### config.mk
export PLATFORM = sky130hd
export DESIGN_NAME = apb_slave
export DESIGN_NICKNAME = d
export VERILOG_FILES = /design/src/rtl/apb_pkg.sv /design/src/rtl/apb_slave_regfile.sv /design/src/rtl/apb_slave.sv
export SDC_FILE = /design/constraint.sdc
export NUM_CORES = 1
export LEC_CHECK = 0
export ABC_AREA = 1
export CAP_MARGIN = 15
export CORE_MARGIN = 3
export CORE_UTILIZATION = 30
export DETAILED_ROUTE_END_ITERATION = 12
export GPL_TIMING_DRIVEN = 1
export PLACE_DENSITY = 0.59
export SETUP_SLACK_MARGIN = 0.05
export SYNTH_ARGS = -nofsm -noshare
export SYNTH_HDL_FRONTEND = slang
export SYNTH_SLANG_ARGS = --single-unit
### constraint.sdc
create_clock -name i_pclk -period 2.3 [get_ports i_pclk]
set_input_delay 0.46 -clock i_pclk [delete_from_list [all_inputs] [get_ports i_pclk]]
set_output_delay 0.46 -clock i_pclk [all_outputs]
set_load 0.05 [all_outputs]
### src/rtl/apb_pkg.sv
// Shared types and register map for the APB register slave.
// Register indices and the transfer FSM state encoding.
package apb_pkg;

   typedef enum logic [1:0] {
      IDLE,
      WAIT,
      RESP
   } state_e;

   localparam int REG_ID     = 0;
   localparam int REG_STATUS = 1;
   localparam int REG_CTRL   = 2;

endpackage

### src/rtl/apb_slave_regfile.sv
// Register array, address/write decode and read mux of the APB slave.
// Registers 0 (ID) and 1 (status) are read-only views.
module apb_slave_regfile
   import apb_pkg::*;
#(
   parameter int                    DATA_WIDTH = 16,
   parameter int                    ADDR_WIDTH = 16,
   parameter int                    NUM_REGS   = 8,
   parameter logic [DATA_WIDTH-1:0] ID_VALUE   = 16'hA5B0
) (
   input  logic                  clk_i,
   input  logic                  rst_ni,
   input  logic                  we_i,
   input  logic                  wr_i,
   input  logic [ADDR_WIDTH-1:0] addr_i,
   input  logic [DATA_WIDTH-1:0] wdata_i,
   input  logic [DATA_WIDTH-1:0] status_i,
   output logic                  err_o,
   output logic [DATA_WIDTH-1:0] rdata_o,
   output logic [DATA_WIDTH-1:0] ctrl_o
);

   localparam int IW = (NUM_REGS > 1) ? $clog2(NUM_REGS) : 1;
   localparam logic [ADDR_WIDTH-1:0] NREG = ADDR_WIDTH'(NUM_REGS);
   localparam logic [ADDR_WIDTH-1:0] FIRST_RW = ADDR_WIDTH'(REG_CTRL);

   logic [DATA_WIDTH-1:0] regs_q [NUM_REGS];
   logic [IW-1:0]         idx;
   logic                  in_range;

   // Full-width compare so upper address bits never alias
   assign in_range = addr_i < NREG;
   assign idx      = addr_i[IW-1:0];
   assign err_o    = !in_range || (wr_i && addr_i < FIRST_RW);
   assign ctrl_o   = regs_q[REG_CTRL];

   always_ff @(posedge clk_i or negedge rst_ni) begin
      if (!rst_ni) begin
         for (int i = 0; i < NUM_REGS; i++) begin
            regs_q[i] <= '0;
         end
      end else if (we_i) begin
         regs_q[idx] <= wdata_i;
      end
   end

   always_comb begin
      rdata_o = '0;
      if (!in_range) begin
         rdata_o = '0;
      end else if (idx == IW'(REG_ID)) begin
         rdata_o = ID_VALUE;
      end else if (idx == IW'(REG_STATUS)) begin
         rdata_o = status_i;
      end else begin
         rdata_o = regs_q[idx];
      end
   end

endmodule

### src/rtl/apb_slave.sv
// APB register slave: transfer FSM, wait-state counter, registered
// APB response outputs and write strobe around the register file.
module apb_slave
   import apb_pkg::*;
#(
   parameter int                    DATA_WIDTH = 16,
   parameter int                    ADDR_WIDTH = 16,
   parameter int                    NUM_REGS   = 8,
   parameter logic [DATA_WIDTH-1:0] ID_VALUE   = 16'hA5B0
) (
   input  logic                  i_pclk,
   input  logic                  i_prst_n,
   input  logic                  i_psel,
   input  logic                  i_pen,
   input  logic                  i_pwrite,
   input  logic [ADDR_WIDTH-1:0] i_paddr,
   input  logic [DATA_WIDTH-1:0] i_pwdata,
   output logic                  o_pready,
   output logic [DATA_WIDTH-1:0] o_prdata,
   output logic                  o_pslverr,
   input  logic [3:0]            i_wait_cfg,
   input  logic [DATA_WIDTH-1:0] i_status,
   output logic [DATA_WIDTH-1:0] o_ctrl,
   output logic                  o_wr_strobe,
   output logic [7:0]            o_wr_idx
);

   state_e                state_q;
   logic [3:0]            cnt_q;
   logic [ADDR_WIDTH-1:0] addr_q;
   logic                  write_q;
   logic [DATA_WIDTH-1:0] wdata_q;
   logic                  pready_q;
   logic                  pslverr_q;
   logic [DATA_WIDTH-1:0] prdata_q;
   logic                  strobe_q;
   logic [7:0]            idx_q;

   logic                  fire;
   logic                  err;
   logic                  we;
   logic [DATA_WIDTH-1:0] rdata;

   assign fire = (state_q == WAIT) && i_psel && i_pen && (cnt_q == '0);
   assign we   = fire && write_q && !err;

   apb_slave_regfile #(
      .DATA_WIDTH (DATA_WIDTH),
      .ADDR_WIDTH (ADDR_WIDTH),
      .NUM_REGS   (NUM_REGS),
      .ID_VALUE   (ID_VALUE)
   ) u_regfile (
      .clk_i    (i_pclk),
      .rst_ni   (i_prst_n),
      .we_i     (we),
      .wr_i     (write_q),
      .addr_i   (addr_q),
      .wdata_i  (wdata_q),
      .status_i (i_status),
      .err_o    (err),
      .rdata_o  (rdata),
      .ctrl_o   (o_ctrl)
   );

   always_ff @(posedge i_pclk or negedge i_prst_n) begin
      if (!i_prst_n) begin
         state_q   <= IDLE;
         cnt_q     <= '0;
         addr_q    <= '0;
         write_q   <= 1'b0;
         wdata_q   <= '0;
         pready_q  <= 1'b0;
         pslverr_q <= 1'b0;
         prdata_q  <= '0;
         strobe_q  <= 1'b0;
         idx_q     <= '0;
      end else begin
         pready_q  <= 1'b0;
         pslverr_q <= 1'b0;
         prdata_q  <= '0;
         strobe_q  <= 1'b0;
         idx_q     <= '0;
         unique case (state_q)
            IDLE: begin
               if (i_psel && !i_pen) begin
                  state_q <= WAIT;
                  cnt_q   <= i_wait_cfg;
                  addr_q  <= i_paddr;
                  write_q <= i_pwrite;
                  wdata_q <= i_pwdata;
               end
            end
            WAIT: begin
               // Dropping psel mid-wait is a master abort
               if (!i_psel) begin
                  state_q <= IDLE;
               end else if (i_pen) begin
                  if (cnt_q == '0) begin
                     state_q   <= RESP;
                     pready_q  <= 1'b1;
                     pslverr_q <= err;
                     prdata_q  <= (write_q || err) ? '0 : rdata;
                     strobe_q  <= write_q && !err;
                     idx_q     <= (write_q && !err) ? 8'(addr_q) : '0;
                  end else begin
                     cnt_q <= cnt_q - 4'd1;
                  end
               end
            end
            RESP: begin
               state_q <= IDLE;
            end
            default: begin
               state_q <= IDLE;
            end
         endcase
      end
   end

   assign o_pready    = pready_q;
   assign o_pslverr   = pslverr_q;
   assign o_prdata    = prdata_q;
   assign o_wr_strobe = strobe_q;
   assign o_wr_idx    = idx_q;

endmodule

==> results of run 1 <==
-- logic make-up after synthesis --
logic type      Yosys count  share of synthesized area [%]
flops                   162                           53.8
buf+inv                 108                           6.79
compound gates           64                           5.10
fa+ha+maj                 1                          0.166
mux                      28                           4.19
other cells               1                         0.0498
simple gates            496                           29.9
-- cells in the final DEF, fill, tap and decap left out, types with 2 or more instances in the layout --
master	synthesis	final
conb_1	1	5
a21oi_1	14	14
nand3_2	4	4
dfrtp_1	162	161
o21ai_0	25	25
nand2_1	246	246
nor2_1	96	96
o211ai_1	24	24
nor3_4	1	2
nor2_4	3	3
or2_2	8	8
buf_4	20	32
nand3_1	16	16
clkdlybuf4s50_1	0	98
nor2_2	5	5
nand4_1	99	99
mux2_2	28	28
bufinv_16	0	3
inv_1	37	37
clkbuf_16	0	17
nor3_1	15	15
clkbuf_1	22	2
clkinvlp_4	0	3
buf_12	0	7
clkinv_2	0	5
-- metal layers --
layer	vias up	share of wire [%]	track usage, %
met5	-	0	0
met4	0	1.2	4.04
met3	18	5.4	2.93
met2	162	47	23.8
met1	2992	47	22.0
li1	3051	-	-
-- flip-flops by register name, indices dropped and copies added (netlist names), 2 cells and up --
name              cells
addr_q               16
cnt_q                 4
o_prdata             16
o_wr_idx              8
state_q               2
u_regfile.ctrl_o     16
u_regfile.regs_q     80
wdata_q              16
-- final timing paths --
| check | startpoint | to | cells after the start |
|---|---|---|---|
| max | u_regfile.ctrl_o[0] | o_ctrl[0] | 1 |
| min | i_prst_n | o_wr_idx[7] | 2 |
| max reg2reg | cnt_q[0] | u_regfile.regs_q[71] | 8 |
| min reg2reg | u_regfile.regs_q[57] | u_regfile.regs_q[57] | 2 |
| max in group asynchronous | i_prst_n | addr_q[0] | 3 |
| min in group i_pclk | u_regfile.regs_q[57] | u_regfile.regs_q[57] | 2 |
-- power by group --
group          internal (mW)  switching, mW
clock                   1.72           1.13
combinational          0.437          0.702
sequential              2.99          0.233
total                   5.15           2.07
-- per-stage QoR --
stage	utilization, %	setup slack, ns
global placement	36.5	0.101
global route	39.0	0.0939
finish	39.0	0.181
detailed placement	36.5	0.0718
floorplan	-	0.487
CTS	39.0	0.140
-- area by class of cell --
class / instances / area, sq um / area share (%)
timing repair buffer: 139 / 1380 / 14.5
tap: 324 / 405 / 4.24
clock buffer: 20 / 447 / 4.67
multi-input combinational: 594 / 2990 / 31.3
inverter: 38 / 143 / 1.49
clock inverter: 11 / 138 / 1.44
sequential: 162 / 4060 / 42.4
==> summary.txt, run 1 <==
Outcome
  • Status: finished clean

Clock network
  • Max Buffers Root-to-Sink: 2
  • Clk sink count: about 160
  • Hold Buf Count CTS: 1
  • CTS H-tree depth: 4
  • Num CTS Buffers: 17
  • Cts repair resizes: 0
  • Worst-path clk slew: roughly 0.06 ns
  • Root Driver: clkbuf_16
  • Clock Latency Late Sink: 0.43 ns
  • CTS tree: yes
  • Post-CTS Setup Inserts: 0

Synth
  • Top FF cell, synth: dfrtp_1
  • Mapped Cells: 860
  • Area contributors post-synth: dfrtp_1 54%, nand2_1 12%, nand4_1 8.2%, nor2_1 4.8%, mux2_2 4.2%
  • Async SR Flop Fraction: 100%
  • Synth unique cells: 28
  • Post-synth EDFFs: 0
  • Top-count cell post-synth: nand2_1
  • Syn. warnings: 0
  • Flops & latches, synth: roughly 160
  • Synthesized area: about 7500 sq um
  • Commonest cells in the netlist: 246 x nand2_1, 162 x dfrtp_1, 99 x nand4_1
  • Yosys top cell by area: dfrtp_1
  • Yosys top cell area share: 53.8%
  • Mapped Avg Cell Area: slightly below 9 sq um
  • Sequential share of the synthesized area: between 50% and 60%

Final layout
  • ANT cells: 0
  • Fillers: around 2.5k
  • NumNets Final: about 1.0k
  • Final non-filler cell total: between 1k and 1.5k
  • Post-route design area: about 9600 sq um
  • Share of cells above drive strength 1: about an eighth
  • Area Growth Syn to Fin: 26.9%

Global routing
  • Vias in the first global route: ~5.8k
  • First-pass GRT wire length: between 30000 and 40000 um
  • GRT Total Usage: approximately 15%
  • Antenna violations before repair: 0
  • Largest net degree at the start of global routing: 76
  • Global route overflow: 0

Timing
  • Worst Max-Slew Pin Slew: roughly 0.53 ns
  • Slew Limit Fails: 0
  • RSZ-0062 raised after global routing: false
  • Final setup violating endpoints: 0
  • Min Hold Slack: ~0.44 ns
  • Final setup TNS: 0 ns
  • Rel. slew slack: approximately 64%
  • Max Fclk: ~0.47 GHz
  • Final cycle utilization of the critical path: between 90 and 100%
  • Skew final: 0.00713 ns
  • Final-report hold violation count: 0
  • Min cycle time layout: approximately 2.1 ns

Placement
  • Post-DP HPWL: around 14000 um
  • IO buf count: between 90 and 100
  • Area after DPL: between 8000 and 9000 sq um
  • Gp weighted congestion: approximately 0.78
  • Cells after DPL: roughly 1.3k

Worst setup path
  • CP Capture Type: output pin
  • Critical-path cell list: clkdlybuf4s50_1
  • CP max stage delay: 0.85 ns
  • Required time of the critical path: roughly 1.8 ns
  • Slowest-stage cell, CP: clkdlybuf4s50_1
  • Startpoint types: flip-flop
  • Worst path top cell family by delay: buffers and inverters
  • Arrival time worst endpoint: ~1.7 ns
  • Crit Path Category: reg2out
  • CP bufs+invs: 1
  • Maximum fanout along the worst path: 3
  • R2R setup slack: around 0.29 ns

Drt
  • First DRT Iteration DRCs: around 540
  • Routed wire length: 20300 um
  • Mean routed wirelength per cell: approximately 16 um
  • Drt drc: 0
  • Via count: ~6.2k
  • Final ANT Viol Nets: 0
  • Via density per instance: approximately 4.8
  • Pre-antenna DRT Iters: 4

Floorplanning
  • Core ar.: approximately 25000 sq um
  • Die area: roughly 27000 sq um
  • Die height: 164 um
  • Initial core utilization: a little under a third
  • # rows: 57
  • Die X: 164 um
  • Io pins: 100

Pwr
  • Max IR drop VDD: just under 0.4 mV
  • Total power: about 7.2 mW
  • Pwr per Cell Area: about 750 nW/um^2
  • Static leakage: 4.67 nW

Min path
  • Worst min path class: in2async

Run
  • Max-Cap Viols: 0
No activity file was read; power rests on OpenSTA's default activity.
==> run 2: changes to the inputs <==
--- a/config.mk
+++ b/config.mk
@@ -8,10 +8,10 @@
 export ABC_AREA = 1
 export CAP_MARGIN = 15
 export CORE_MARGIN = 3
-export CORE_UTILIZATION = 30
+export CORE_UTILIZATION = 55
 export DETAILED_ROUTE_END_ITERATION = 12
 export GPL_TIMING_DRIVEN = 1
-export PLACE_DENSITY = 0.59
+export PLACE_DENSITY = 0.81
 export SETUP_SLACK_MARGIN = 0.05
 export SYNTH_ARGS = -nofsm -noshare
 export SYNTH_HDL_FRONTEND = slang
==> run 2 against run 1 <==
Critical path depth stayed put. Wire length shrank 7.4%. Power is 0.86% lower. Sequential cell count unchanged. Largest cell class unchanged.
==> summary.txt, run 2 (synthesis gave the netlist of run 1 again) <==
Outcome
  • Status: finished clean

Clock network
  • CTS H-tree depth: 4
  • Worst-path clk slew: 0.06 ns
  • CTS tree: yes
  • Clock Latency Late Sink: approximately 0.44 ns
  • Clk sink count: 162
  • Max Buffers Root-to-Sink: 2
  • Root Driver: clkbuf_16
  • Num CTS Buffers: 17

Timing
  • Final-report hold violation count: 0
  • RSZ-0062 raised after global routing: false
  • Worst Max-Slew Pin Slew: around 0.65 ns
  • Min cycle time layout: between 2 and 2.5 ns
  • Rel. slew slack: between 50% and 60%
  • Max Fclk: between 0.4 and 0.5 GHz
  • Slew Limit Fails: 0
  • Skew final: between 0.008 and 0.009 ns
  • Final cycle utilization of the critical path: 92.1%
  • Final setup violating endpoints: 0
  • Final setup TNS: 0 ns
  • Worst setup margin: approximately 0.18 ns

Drt
  • First DRT Iteration DRCs: between 600 and 700
  • Via count: approximately 6.4k
  • Pre-antenna DRT Iters: 6
  • Routed wire length: around 19000 um
  • Final ANT Viol Nets: 0
  • Mean routed wirelength per cell: between 15 and 20 um
  • Via density per instance: about 5.7
  • Drt drc: 0

Worst setup path
  • Critical-path cell list: clkdlybuf4s50_1
  • Maximum fanout along the worst path: 3
  • Required time of the critical path: roughly 1.8 ns
  • Arrival time worst endpoint: between 1.5 and 2 ns
  • Crit Path Category: reg2out
  • R2r worst-path depth: 8
  • Worst path top cell family by delay: buffers and inverters
  • Startpoint types: flip-flop
  • CP bufs+invs: 1
  • Crit path depth: 1
  • Slowest-stage cell, CP: clkdlybuf4s50_1
  • CP Capture Type: output pin
  • FF-to-FF Start: cnt_q[0]
  • CP max stage delay: 0.84 ns
  • Setup crit start: u_regfile.ctrl_o[0]

Final layout
  • Share of cells above drive strength 1: 12.3%
  • Reg with most FFs: u_regfile.regs_q
  • Max reg flops: 80
  • Commonest non-fill, non-tap cell in the layout: nand2_1
  • NumNets Final: 1007
  • Area Growth Syn to Fin: 24.3%
  • Fillers: 1011
  • Final non-filler cell total: about 1.1k
  • ANT cells: 0
  • Most frequent cells in the layout: 246 x nand2_1, 161 x dfrtp_1, 99 x nand4_1

Floorplanning
  • # rows: 42
  • Core ar.: 13300 sq um
  • Die height: between 100 and 150 um
  • Initial core utilization: a little under three fifths
  • Io pins: 100
  • Die X: 123 um
  • Die area: between 15000 and 20000 sq um

Global routing
  • Gr busiest metal: met2
  • Antenna violations before repair: 0
  • Met1 GRT Util: 35.0%
  • First-pass GRT wire length: roughly 30000 um
  • Largest net degree at the start of global routing: 61
  • Vias in the first global route: 6026
  • Global route overflow: 0
  • GRT met3 Usage: around 6.5%
  • GRT Total Usage: roughly a quarter
  • Met2 GRT Util: slightly above 40%

Placement
  • Post-DP HPWL: 12300 um
  • Gp weighted congestion: around 0.8
  • Worst slack at placement: ~0.027 ns
  • Cells after DPL: about 1.1k
  • IO buf count: between 90 and 100

Run
  • Max-Cap Viols: 0

Min path
  • Hold Startpoint: u_regfile.regs_q[51]
  • Hold Path Stages: 2
  • Worst min path class: reg2reg

Pwr
  • Max IR drop VDD: about 0.48 mV
  • Static leakage: 4.67 nW
  • Pwr per Cell Area: 764 nW/um^2
[run 2: changes by cell type in the layout (fill, tap and decap cells not counted), sizes merged]
cell | previous run | this run
clkinv | 5 | 3
buf | 40 | 37
clkinvlp | 3 | 0
bufinv | 3 | 2
clkbuf | 20 | 24
[run 2: repair_timing]
item,CTS,global route
hold buffers,1,0
setup endpoints to repair,0,3
endpoints found under the hold margin,40,0
buffers inserted,0,0
resized for setup,0,0
[run 2: report_power, final]
part	total [mW]	switching, mW	internal [mW]
registers	3.22	0.230	2.99
logic	1.12	0.685	0.431
clock network	2.81	1.07	1.75
[run 2: layer usage]
metal  vias to the layer above  wire length [um]
met3                        42              1420
met2                       259              9060
met5                         -                 0
met1                      3090              7860
li1                       3034                 -
met4                         0               447
[run 2: through the flow]
| stage | utilization [%] | hold WS, ns | total power [mW] | instance area [sq um] |
|---|---|---|---|---|
| floorplan | - | 0.164 | 3.85 | 7550 |
| global placement | 66.0 | 0.409 | 4.33 | 8770 |
| detailed placement | 66.0 | 0.415 | 4.36 | 8770 |
| CTS | 70.4 | 0.464 | 7.18 | 9370 |
| global route | 70.4 | 0.482 | 7.44 | 9370 |
| finish | 70.4 | 0.464 | 7.15 | 9370 |
[run 2: path summary, 6_finish.rpt]
kind,to,slack (ns)
worst max-delay path,o_ctrl[0],0.18
max in group asynchronous,u_regfile.regs_q[50],1.10
worst min-delay path,u_regfile.regs_q[51],0.46
worst max register to register,u_regfile.regs_q[77],0.26
min in group asynchronous,o_prdata[5],0.52
worst min register to register,u_regfile.regs_q[51],0.46
[run 2: layout make-up]
class	count	area [sq um]	share of cell area, %
repair buffers	136	1370	14.7
flip-flops and latches	162	4060	43.3
multi-input cells	594	2990	31.9
inverters	38	143	1.52
well taps	176	220	2.35
clock inverters	5	75.1	0.801
clock buffers	24	512	5.46
[run 2: worst min-delay path: cells and delay by family (launching register included)]
kind | cells | cell delay (ns)
AND/OR/NAND/NOR | 2 | 0.11
flip-flops | 1 | 0.33
==> run 3: changes to the inputs <==
--- a/config.mk
+++ b/config.mk
@@ -11,6 +11,7 @@
 export CORE_UTILIZATION = 55
 export DETAILED_ROUTE_END_ITERATION = 12
 export GPL_TIMING_DRIVEN = 1
+export HOLD_SLACK_MARGIN = 0.03
 export PLACE_DENSITY = 0.81
 export SETUP_SLACK_MARGIN = 0.05
 export SYNTH_ARGS = -nofsm -noshare
==> results of run 3 <==
No change in the layout: final DEF, timing and power equal those of run 2.
